### src/rtl/alu_ctrl_pkg.sv
// Shared opcode/state encodings and instruction field positions for the
// ALU controller and the ALU datapath.
package alu_ctrl_pkg;

  typedef enum logic [2:0] {
    OP_ADD  = 3'd0,
    OP_SUB  = 3'd1,
    OP_INV  = 3'd2,
    OP_AND  = 3'd3,
    OP_OR   = 3'd4,
    OP_XOR  = 3'd5,
    OP_LOAD = 3'd6,
    OP_MOV  = 3'd7
  } opcode_e;

  typedef enum logic [2:0] {
    S_IDLE = 3'd0,
    S_T1   = 3'd1,
    S_T2   = 3'd2,
    S_T3   = 3'd3,
    S_DONE = 3'd4
  } state_e;

  localparam int INSTR_W = 10;
  localparam int OPC_MSB = 9;
  localparam int OPC_LSB = 7;
  localparam int RX_MSB  = 6;
  localparam int RX_LSB  = 5;
  localparam int RY_MSB  = 4;
  localparam int RY_LSB  = 3;

  function automatic logic is_alu_op(input logic [2:0] op);
    return op <= OP_XOR;
  endfunction

endpackage

### src/rtl/alu_ctrl_dec2to4.sv
// 2-to-4 one-hot decoder with enable; produces the register-file write strobes.
module alu_ctrl_dec2to4 (
  input  logic [1:0] sel,
  input  logic       en,
  output logic [3:0] onehot
);

  always_comb begin
    onehot = 4'b0000;
    if (en) onehot[sel] = 1'b1;
  end

endmodule

### src/rtl/alu_controller.sv
// Multi-cycle ALU sequencer: LOAD/MOV in one step, ALU ops in three.
// Optional CurState debug port under `ALU_CONTROLLER_STATE_OUT_EN.
//
// state  | meaning
// IDLE   | waiting for Run, captures Instr into IR
// T1     | LOAD/MOV write Rx; ALU ops load A from Rx
// T2     | ALU op on A and Ry, result into G
// T3     | G written back to Rx
// DONE   | one-cycle completion pulse
module alu_controller
  import alu_ctrl_pkg::*;
(
  input  logic        Clock,
  input  logic        Resetn,
  input  logic        Run,
  input  logic [9:0]  Instr,
  output logic [2:0]  ALUControl,
  output logic [3:0]  Rin,
  output logic [1:0]  RoutSel,
  output logic        RoutEn,
  output logic        Ain,
  output logic        Gin,
  output logic        Gout,
  output logic        DINout,
  output logic        Done
`ifdef ALU_CONTROLLER_STATE_OUT_EN
  ,
  output logic [2:0]  CurState
`endif
);

  state_e               state_q, state_d;
  logic [INSTR_W-1:0]   ir_q, ir_d;

  logic [2:0] opcode;
  logic [1:0] rx, ry;
  logic       rin_en;
  logic       unused_ir_bits;

  assign opcode         = ir_q[OPC_MSB:OPC_LSB];
  assign rx             = ir_q[RX_MSB:RX_LSB];
  assign ry             = ir_q[RY_MSB:RY_LSB];
  assign unused_ir_bits = ^ir_q[2:0];

  always_ff @(posedge Clock) begin
    if (!Resetn) begin
      state_q <= S_IDLE;
      ir_q    <= '0;
    end else begin
      state_q <= state_d;
      ir_q    <= ir_d;
    end
  end

  always_comb begin
    state_d = state_q;
    ir_d    = ir_q;
    case (state_q)
      S_IDLE: begin
        if (Run) begin
          ir_d    = Instr;
          state_d = S_T1;
        end
      end
      S_T1:    state_d = is_alu_op(opcode) ? S_T2 : S_DONE;
      S_T2:    state_d = S_T3;
      S_T3:    state_d = S_DONE;
      S_DONE:  state_d = S_IDLE;
      default: state_d = S_IDLE;
    endcase
  end

  always_comb begin
    ALUControl = 3'b000;
    RoutSel    = 2'b00;
    RoutEn     = 1'b0;
    Ain        = 1'b0;
    Gin        = 1'b0;
    Gout       = 1'b0;
    DINout     = 1'b0;
    Done       = 1'b0;
    rin_en     = 1'b0;
    case (state_q)
      S_T1: begin
        if (opcode == OP_LOAD) begin
          DINout = 1'b1;
          rin_en = 1'b1;
        end else if (opcode == OP_MOV) begin
          RoutEn  = 1'b1;
          RoutSel = ry;
          rin_en  = 1'b1;
        end else begin
          RoutEn  = 1'b1;
          RoutSel = rx;
          Ain     = 1'b1;
        end
      end
      S_T2: begin
        RoutEn     = 1'b1;
        RoutSel    = ry;
        Gin        = 1'b1;
        ALUControl = opcode;
      end
      S_T3: begin
        Gout   = 1'b1;
        rin_en = 1'b1;
      end
      S_DONE:  Done = 1'b1;
      default: ;
    endcase
  end

  alu_ctrl_dec2to4 u_rin_dec (
    .sel    (rx),
    .en     (rin_en),
    .onehot (Rin)
  );

`ifdef ALU_CONTROLLER_STATE_OUT_EN
  assign CurState = state_q;
`endif

endmodule

### config.mk
export PLATFORM = sky130hd
export DESIGN_NAME = alu_controller
export DESIGN_NICKNAME = d
export VERILOG_FILES = /design/src/rtl/alu_ctrl_pkg.sv /design/src/rtl/alu_ctrl_dec2to4.sv /design/src/rtl/alu_controller.sv
export SDC_FILE = /design/constraint.sdc
export NUM_CORES = 1
export LEC_CHECK = 0
export CELL_PAD_IN_SITES_DETAIL_PLACEMENT = 0
export CELL_PAD_IN_SITES_GLOBAL_PLACEMENT = 1
export CORE_MARGIN = 2
export CORE_UTILIZATION = 31
export CTS_BUF_LIST = sky130_fd_sc_hd__clkbuf_16
export CTS_CLUSTER_DIAMETER = 30
export DETAILED_ROUTE_END_ITERATION = 6
export MAX_ROUTING_LAYER = met4
export PLACE_DENSITY = 0.81
export SLEW_MARGIN = 20
export SYNTH_ARGS = -nofsm -noshare
export SYNTH_HDL_FRONTEND = slang
export SYNTH_SLANG_ARGS = --single-unit
### constraint.sdc
create_clock -name Clock -period 2.8 [get_ports Clock]
set_input_delay 0.56 -clock Clock [delete_from_list [all_inputs] [get_ports Clock]]
set_output_delay 0.56 -clock Clock [all_outputs]
set_load 0.1 [all_outputs]
# ---- Word-level counts from Yosys, hierarchy flattened
# Index checks and enable logic that the tools add are counted.
dict set report op_classes {
  mux 23
  order_cmp 3
  eq_ne 7
  reduce_logical 3
}
# cell n
set op_table {}
lappend op_table {{$mux 1} 12}
lappend op_table {{$pmux 3 s4} 1}
lappend op_table {{$eq 3x3->1 const B} 3}
lappend op_table {{$mux 3} 3}
lappend op_table {{$eq 3x2->1 const B} 2}
lappend op_table {{$mux 2} 2}
lappend op_table {{$mux 4} 1}
lappend op_table {{$pmux 1 s2} 2}
lappend op_table {{$pmux 2 s2} 1}
lappend op_table {{$eq 3x1->1 const B} 1}
lappend op_table {{$le 3x3->1 const B} 1}
lappend op_table {{$logic_not 3->1} 1}
lappend op_table {{$lt 2x3->1 const B} 1}
lappend op_table {{$demux 1 s2} 1}
lappend op_table {{$ge 2x1->1 const B} 1}
lappend op_table {{$ne 2x2->1 const B} 1}
lappend op_table {{$reduce_and 2->1} 1}
lappend op_table {{$logic_and 1x1->1} 1}
dict set report word_totals {
  regBits 13
  input_bits 13
}

# ---- Depth between registers and ports, before layout
dict set report depth {
  depth_word 5
  ltp_mapped 5
  mapped_depth_nobuf 3
}

# ---- By module
# A second synthesis with hierarchy kept.
dict set report unflattened {
  cells_unflattened 56
  hier_area_um2 550.5
}
# module cells_each n_inst area_each_um2 seq_area_each_um2
set by_module_without_submodules {}
lappend by_module_without_submodules {alu_controller 52 1 513.0 200.2}
lappend by_module_without_submodules {alu_ctrl_dec2to4 4 1 37.5 0.0}

# ---- Least setup slack after synthesis
# OpenSTA, ideal clock, no wires.
dict set report synth_timing {
  kind {flip-flop to output port}
  from {register state_q[1]}
  to {output Rin[0]}
  t_required_ps 2240
  path_slack_ps -726
  t_arrival_ps 2966
  stages_incl_launch_ff 5
  path_cell_list {dfxtp_1 -> buf_6 -> a21oi_2 -> or3b_4 -> nor3_1}
}
dict set report synth_via {
  elab_chain_len 3
  word_cells_on_any_way 4
  classes_between {eq/ne (2); mux (2)}
}
# element line
set synth_lines {}
lappend synth_lines {{from (decl)} alu_controller.sv:32} ;# state_e state_q, state_d;
lappend synth_lines {{from (signal assigned)} alu_controller.sv:50} ;# state_q <= state_d;
lappend synth_lines {{$eq 3x2->1 / $eq 3x1->1 (equally long branches)} alu_controller.sv:83} ;# case (state_q)
lappend synth_lines {{$pmux 1 s2 (*)} alu_controller.sv:83}
lappend synth_lines {{$mux 4 (*)} alu_ctrl_dec2to4.sv:10} ;# if (en) onehot[sel] = 1'b1;
lappend synth_lines {{to (decl)} alu_controller.sv:18} ;# output logic [3:0] Rin,
# Mark *: on every way between the ends. The rest lies on a longest branch, timed or not.

# ---- Worst setup path after layout
dict set report layout_timing {
  from {register state_q[1]}
  to {output Rin[2]}
}
# Same word-level chain as after synthesis.

==> results.yml <==
cts:
  tritoncts: "built"
  cts_sinks: 10
  clk_pin_slew_ps: 40
  cts_root_buf: "clkbuf_16"
  cts_inserted_buffers: 3
  post_cts_buffers: 0
  clk_latency_ps: 230
  cts_hold_buf: 0
  ctsResizeCount: 0
  clock_path_buffers: 2
  h-tree-depth: 1
place:
  hpwl_um: 959
  dp_cells: 104
  post_dp_cell_area_um2: 921
  portBuffers: 24
  gp_congestion: 0.646
synthesis:
  synth_top_area_share: 0.338
  ys_ff_latch: 10
  synth_compound_area_frac: 0.106
  yosys.area_share.adder: 0
  synthCells: 58
  synth_nets: 71
  yosys-top-cells-area: "dfxtp_1, mux2i_1, nor2b_1"
  yosysUniqueCellTypes: 21
  seq_area_frac_synth: 0.338
  synthMuxAreaShare: 0.135
  synthSimpleGateAreaFrac: 0.351
  ys.flop_type: "dfxtp_1"
  synth_top_family_by_area: "simple AND/OR/NAND/NOR gates"
  synth-edff-count: 0
  async_reset_ff_frac: 0
  yosys_warnings: 0
  synth.avg_cell_area_um2: 10.2
  synth.cell_area_um2: 592
  yosysMostFrequentCell: "dfxtp_1"
  yosysTopAreaCell: "dfxtp_1"
  synth_common_cells: "dfxtp_1, mux2i_1, nor2b_1"
  synth_xor_xnor_area_share: 0
critical_path:
  endpoint: "Rin[2]"
  regToRegStartpoint: "state_q[1]$_SDFFE_PN0P_"
  critical_path_arrival_ps: 1790
  worstPathRequired_ps: 2240
  cpLargestDelayFamily: "simple AND/OR/NAND/NOR gates"
  r2r_cells: 4
  cp_cell_sequence: "a21oi_2 -> or3b_4 -> nor3b_2 -> buf_12"
  crit_fanout: 12
  worst_r2r_endpoint: "ir_q[3]$_SDFFE_PN0P_"
  cp_num_cells: 4
  end_kind: "output pin"
  crit_type: "reg2out"
  r2r_setup_slack_ps: 1520
  setup.worst_path.start: "state_q[1]$_SDFFE_PN0P_"
  cp_slowest_stage_delay_ps: 560
  cp_num_buf_inv: 1
  critPathSlowestCell: "dfxtp_1"
  start_kind: "flip-flop"
power_and_ir_drop:
  power.share.clock: 0.421
  p_sw_frac: 0.306
  vdd_drop_max_mv: 0.355
  power.internal_uw: 407
  p_seq_frac: 0.296
  power.static_leakage_nw: 0.402
  power.switching_uw: 179
  power_density_nw_per_um2: 589
  combPwrFrac: 0.283
timing:
  finalSetupTns_ps: 0
  grt_setup_unrepaired: "false"
  setup_violations: 0
  slew-limit-headroom: 0.727
  min_period_ps: 2350
  skew_ps: 2.30
  finalCritPeriodShare: 0.839
  worst_pin_slew_ps: 409
  max_freq_ghz: 0.426
  finalHoldViolations: 0
  report.final.slew_viol_count: 0
floorplan:
  die_width_um: 47.7
  coreArea_um2: 1760
  die_area_um2: 2270
  rows: 15
  dieHeight_um: 47.7
  ioPinCount: 28
  start_util: 0.335
final_layout:
  fill_cells: 167
  fin_cells: 107
  fin_nets: 97
  antenna_cells: 0
  final_area_um2: 996
  syn_to_final_growth_pct: 68.3
  drive_gt1_frac: 0.415
routing:
  vias: 507
  drc_errors: 0
  ant_nets: 0
  drt_wl_total_um: 1290
  wl_per_cell_um: 12.0
  dr.pass1.iters: 4
  first_iter_violations: 4
  vias_per_cell: 4.74
hold_path:
  min_path_type: "reg2reg"
global_route:
  antenna_found_initial: 0
  grt_pass1_vias: 472
  grt_pass1_wl_um: 2080
  grt_use_total: 0.140
  grt_overflow_total: 0
  grt_max_degree: 13
outcome:
  status: "completed"
flow_run:
  maxCapViolCount: 0
==> flip-flops by register name, summed over array words and instances, names as in the netlist <==
name     flops
state_q      3
ir_q         7
==> layout make-up <==
cell class                      instances  area [µm²]  share of cell area
Clock buffer                            3        75.1              0.0754
Multi-Input combinational cell         44         379               0.381
Sequential cell                        10         200               0.201
Timing Repair Buffer                   25         310               0.312
Tap cell                               25        31.3              0.0314
==> cell families after synthesis <==
group,count (synthesis)
buffers and inverters,4
AO/OA/AOI/OAI,7
multiplexers,8
flip-flops,10
AND/OR/NAND/NOR,29
==> power by group through the flow <==
stage,Combinational [mW],Clock (mW),Sequential [mW]
after floorplan,0.127,0,0.167
after global placement,0.166,0,0.176
after detailed placement,0.166,0,0.176
after CTS,0.167,0.252,0.174
after global routing,0.174,0.260,0.176
final,0.166,0.247,0.174
==> stage by stage <==
stage | util | setup WS, ps | hold slack (ps) | total power [mW]
finish | 0.565 | 452 | 522 | 0.586
floorplan | - | 62.5 | 483 | 0.294
CTS | 0.565 | 448 | 524 | 0.593
global placement | 0.522 | 726 | 512 | 0.341
global route | 0.565 | 371 | 564 | 0.610
detailed placement | 0.522 | 713 | 511 | 0.342
==> how the worst min path moves through the flow <==
stage | endpoint | from | depth (start not counted) | slack, ps
6_report | ir_q[4]$_SDFFE_PN0P_ | ir_q[4]$_SDFFE_PN0P_ | 2 | 520
5_1_grt | ir_q[4]$_SDFFE_PN0P_ | ir_q[4]$_SDFFE_PN0P_ | 2 | 560
4_1_cts | ir_q[4]$_SDFFE_PN0P_ | ir_q[4]$_SDFFE_PN0P_ | 2 | 520
3_5_place_dp | ir_q[4]$_SDFFE_PN0P_ | ir_q[4]$_SDFFE_PN0P_ | 2 | 510
3_3_place_gp | ir_q[4]$_SDFFE_PN0P_ | ir_q[4]$_SDFFE_PN0P_ | 2 | 510
2_1_floorplan | ir_q[3]$_SDFFE_PN0P_ | ir_q[3]$_SDFFE_PN0P_ | 2 | 480
==> metal layers <==
metal  vias up  share of wire  track usage
li1        257              -            -
met2        21           0.44        0.192
met1       227           0.48        0.179
met5         -              0            -
met4         0         0.0070       0.0973
met3         2          0.062       0.0340
==> worst register-to-register path: cells and delay by family, from the launching register on <==
kind          cells  cell delay [ps]
buf+inv           1              220
mux               1              210
flops             1              420
simple gates      2              310
==> cells in the final DEF (no fill, tap or decap), drive strengths merged <==
cell type / count
nor2: 2
and2: 2
a22o: 2
clkbuf: 3
o2bb2ai: 1
nand2: 1
nor3b: 5
clkdlybuf4s50: 9
buf: 16
nor4b: 1
nand3: 1
and3b: 1
and3: 4
nor2b: 7
dfxtp: 10
or3b: 2
o21bai: 1
o21ai: 1
a21oi: 2
mux2i: 8
nor3: 3
Note: power is estimated with default switching activity, not from simulation.
